**config.mk**
```make
export PLATFORM = sky130hd
export DESIGN_NAME = key_filter
export DESIGN_NICKNAME = d
export VERILOG_FILES = /design/src/rtl/key_filter.sv
export SDC_FILE = /design/constraint.sdc
export NUM_CORES = 1
export LEC_CHECK = 0
export CAP_MARGIN = 20
export CORE_MARGIN = 5
export CORE_UTILIZATION = 55
export DETAILED_ROUTE_END_ITERATION = 6
export GPL_TIMING_DRIVEN = 0
export PLACE_DENSITY = 0.71
export SLEW_MARGIN = 40
export SYNTH_ARGS = -nofsm -noshare
export SYNTH_HDL_FRONTEND = slang
export SYNTH_SLANG_ARGS = --single-unit
```
**constraint.sdc**
```tcl
create_clock -name sys_clk -period 2.5 [get_ports sys_clk]
set_clock_uncertainty 0.2 [all_clocks]
set_input_delay 0.5 -clock sys_clk [delete_from_list [all_inputs] [get_ports sys_clk]]
set_output_delay 0.5 -clock sys_clk [all_outputs]
set_load 0.01 [all_outputs]
```
**src/rtl/key_filter.sv**
```systemverilog
// Push-button conditioner: 2-FF synchroniser, bounce filter FSM, press/release
// pulses, debounced level and an LED that toggles on every confirmed press.
module key_filter #(
    parameter int unsigned CNT_MAX = 999_999,
    parameter int unsigned CNT_W   = 20
) (
    input  logic sys_clk,
    input  logic sys_rst,
    input  logic key_in,
    output logic key_flag,
    output logic key_release,
    output logic key_state,
    output logic led_out
);

    typedef enum logic [1:0] {
        IDLE    = 2'd0,
        PRESS_F = 2'd1,
        DOWN    = 2'd2,
        REL_F   = 2'd3
    } state_t;

    // The sample that enters a filter state is the first stable sample, so the
    // count is complete one step early: CNT_MAX+1 stable samples in total.
    localparam logic [CNT_W-1:0] CNT_LAST = CNT_W'(CNT_MAX - 1);

    state_t           state;
    state_t           state_nxt;
    logic [CNT_W-1:0] cnt;
    logic [CNT_W-1:0] cnt_nxt;
    logic [1:0]       sync_q;
    logic             key_s;
    logic             cnt_done;
    logic             press_hit;
    logic             rel_hit;

    always_ff @(posedge sys_clk or posedge sys_rst) begin
        if (sys_rst) begin
            sync_q <= 2'b11;
        end else begin
            sync_q <= {sync_q[0], key_in};
        end
    end

    assign key_s    = sync_q[1];
    assign cnt_done = (cnt == CNT_LAST);

    always_ff @(posedge sys_clk or posedge sys_rst) begin
        if (sys_rst) begin
            state <= IDLE;
            cnt   <= '0;
        end else begin
            state <= state_nxt;
            cnt   <= cnt_nxt;
        end
    end

    // Counter is zero on every transition and only advances while the
    // sampled level matches the level being confirmed.
    always_comb begin
        state_nxt = state;
        cnt_nxt   = '0;
        press_hit = 1'b0;
        rel_hit   = 1'b0;
        case (state)
            IDLE: begin
                if (!key_s) begin
                    state_nxt = PRESS_F;
                end
            end
            PRESS_F: begin
                if (key_s) begin
                    state_nxt = IDLE;
                end else if (cnt_done) begin
                    state_nxt = DOWN;
                    press_hit = 1'b1;
                end else begin
                    cnt_nxt = cnt + CNT_W'(1);
                end
            end
            DOWN: begin
                if (key_s) begin
                    state_nxt = REL_F;
                end
            end
            REL_F: begin
                if (!key_s) begin
                    state_nxt = DOWN;
                end else if (cnt_done) begin
                    state_nxt = IDLE;
                    rel_hit   = 1'b1;
                end else begin
                    cnt_nxt = cnt + CNT_W'(1);
                end
            end
            default: begin
                state_nxt = IDLE;
            end
        endcase
    end

    always_ff @(posedge sys_clk or posedge sys_rst) begin
        if (sys_rst) begin
            key_flag    <= 1'b0;
            key_release <= 1'b0;
            key_state   <= 1'b1;
            led_out     <= 1'b0;
        end else begin
            key_flag    <= press_hit;
            key_release <= rel_hit;
            if (press_hit) begin
                key_state <= 1'b0;
                led_out   <= ~led_out;
            end else if (rel_hit) begin
                key_state <= 1'b1;
            end
        end
    end

endmodule

```
==> impl_metrics.ini <==
[outcome]
status = finished, final reports clean

[sta]
worst_slack_ns = 0.221
worstMarginPinSlew_ns = 0.581
drv_slew = 0
post-route-period-util_pct = 91.1
min_period_ns = 2.28
rsz0062_at_grt = false
max_slew_margin_pct = 61.2
finalSetupViolCount = 0
timing.hold.ws_ns = 0.171
hold_viol_final = 0
fmax_ghz = 0.439
finalSetupTns_ns = 0

[floorplan]
num_rows = 18
io-pin-count = 7
initial_core_util_pct = 56.1
fp.dieW_um = 59.6
die-area_um2 = 3550
core_area_um2 = 2410
die_y_um = 59.6

[clock_tree]
clk_path_buf_depth = 2
insertion_delay_ns = 0.33
cts_root_buf = clkbuf_4
cts_buffers = 3
htree_num_levels = 1
clock_sinks = 28
cts.hold.buffers_added = 0
clkSlewWorstSetupHoldPaths_ns = 0.15
cts_tree = done

[drt]
ant_nets = 0
dr.pass1.iters = 4
num_vias = 1028
drt_iter0_drc = 29
avgViaCountPerCell = 5.91
routed_wl_um = 2490
drc = 0
routedWlPerCell_um = 14.3

[flow_run]
cap_violations = 0

[placed_design]
dp_slack_ns = 0.103
hpwl_um = 1730
dpl-instance-area_um2 = 1450
gp_congestion = 0.827
io_buffers = 6

[global_route]
grt_util_all_layers_pct = 15.9
antenna_found_initial = 0
grt_overflow = 0
grt_pass1_vias = 969
grt_max_degree = 29
grt_pass1_wl_um = 4280
grt_busiest_layer = met2
gr-usage-met3_pct = 1.96
grtUsageMet1_pct = 20.9
met2_usage_pct = 25.4

[setup_path]
r2r_cells = 7
cp-end-kind = flip-flop
cp-endpoint = cnt[7]
r2r_setup_slack_ns = 0.22
arrival_ns = 2.30
critical_path.max_fanout = 10
reg2reg_to = cnt[7]
worstPathRequired_ns = 2.53
reg2reg_from = cnt[0]
criticalPathCategory = flip-flop to flip-flop
worstSetupStartpointType = flip-flop
crit_path_start = cnt[0]

[yosys]
syn_nets = 139
synth_seq_cells = 28
syn_area_um2 = 1350
yosysSeqAreaShare_pct = 52.1
syn_inst = 134
ys_warn_count = 0
netlist-cell-type-count = 32
syn_area_per_cell_um2 = 10.1

[cells_and_area]
nets = 150
nFillCells = 196
drive_gt1_share_pct = 9.72
synthToLayoutAreaGrowth_pct = 10.1
antenna_cells = 0
fin_area_um2 = 1490

[power]
p_leak_nw = 0.562
fin_total_pwr_w = 0.000709
max-vdd-ir-drop_uv = 341
power.density_nw_per_um2 = 476

[min_path]
hold_path.class = flip-flop to flip-flop
critical path, cell delays in order (launching register included):
cell and delay (ns):
dfrtp_1 0.46, inv_1 0.08, ha_1 0.14, nor4b_1 0.42, nand4_1 0.24, o211ai_1 0.25
clkbuf_2 0.28, nor2_1 0.09
cell type report:
class	count	area, um^2	share of cell area, %
timing repair buffer	6	60.1	4.04
clock buffer	4	36.3	2.44
buffer	3	13.8	0.925
inverter	3	11.3	0.757
multi-input combinational	100	624	42.0
sequential	28	704	47.4
tap	30	37.5	2.52
Yosys cell counts (all sizes together):
cell    instances  share of area (%)
o31ai           2                1.1
nand4           7                3.2
and4            1               0.65
nor2           16                4.4
o21ai           8                3.0
inv             3               0.83
and3            3                1.4
nand2           8                2.2
nor4            1               0.46
and4b           1               0.74
or4             3                1.9
nor4b           1               0.65
dfstp           3                5.8
dfrtp          25                 46
and2            2               0.93
or4b            2                1.5
nor4bb          1               0.74
xnor2           6                3.9
ha              2                1.9
nand3          10                4.6
o211ai          2                1.1
a21oi           7                2.9
or3             4                1.9
nand2b          1               0.46
clkbuf          3               0.83
or2             2               0.93
nor3            3                1.1
xor2            7                4.5
state kept, by name (all words and copies together) (netlist names), named ones only:
| name | count |
|---|---|
| cnt | 20 |
| key_flag | 1 |
| key_release | 1 |
| key_state | 1 |
| led_out | 1 |
| state | 1 |
| sync_q | 2 |
report_power, final:
| group | internal, W | switching (W) | leakage [nW] |
|---|---|---|---|
| Sequential | 0.000458 | 0.00000444 | 0.377 |
| Clock | 0.0000893 | 0.000133 | 0.0210 |
| Combinational | 0.00000689 | 0.0000167 | 0.164 |
| Total | 0.000555 | 0.000154 | 0.562 |
routing by layer:
metal / wire (um) / up-vias
li1: - / 500
met1: 1180 / 492
met2: 1140 / 31
met3: 109 / 5
met4: 52 / 0
met5: 0 / -
metrics by stage:
step	utilization, %	std cells
after floorplan	-	134
after global placement	60.1	170
after detailed placement	60.1	170
final	61.7	174
after CTS	61.6	174
after global routing	61.7	174
logic make-up after synthesis:
kind of cell | count (synthesis) | share of synthesized area, %
buf+inv | 6 | 1.67
flops | 28 | 52.1
compound gates | 19 | 8.06
simple gates | 66 | 27.9
xor+xnor | 13 | 8.43
fa+ha+maj | 2 | 1.85
worst min-delay path by stage:
stage	from	to	depth (start not counted)
final	sync_q[0]	sync_q[1]	0
after CTS	sync_q[0]	sync_q[1]	0
after detailed placement	sync_q[0]	sync_q[1]	0
after floorplan	sync_q[0]	sync_q[1]	0
after global placement	sync_q[0]	sync_q[1]	0
after global routing	sync_q[0]	sync_q[1]	0
repair_timing:
action | in CTS | in global routing
setup buffers | 0 | 0
gates resized for setup | 0 | 4
endpoints found under the setup margin | 0 | 20
cell usage in the layout (no fill, tap or decap), drive strengths merged:
master         synthesis  final
clkbuf                 3      7
nor2                  16     16
nor4                   1      1
xor2                   7      7
dfrtp                 25     25
nor4b                  1      1
or2                    2      2
nand3                 10     10
or4                    3      3
clkdlybuf4s50          0      6
xnor2                  6      6
or3                    4      4
o21ai                  8      8
nand2b                 1      1
o211ai                 2      2
o31ai                  2      2
nand4                  7      7
a21oi                  7      7
inv                    3      3
nand2                  8      8
and2                   2      2
nor4bb                 1      1
and3                   3      3
nor3                   3      3
and4                   1      1
dfstp                  3      3
ha                     2      2
and4b                  1      1
or4b                   2      2
(Power assumes the default switching activity.)
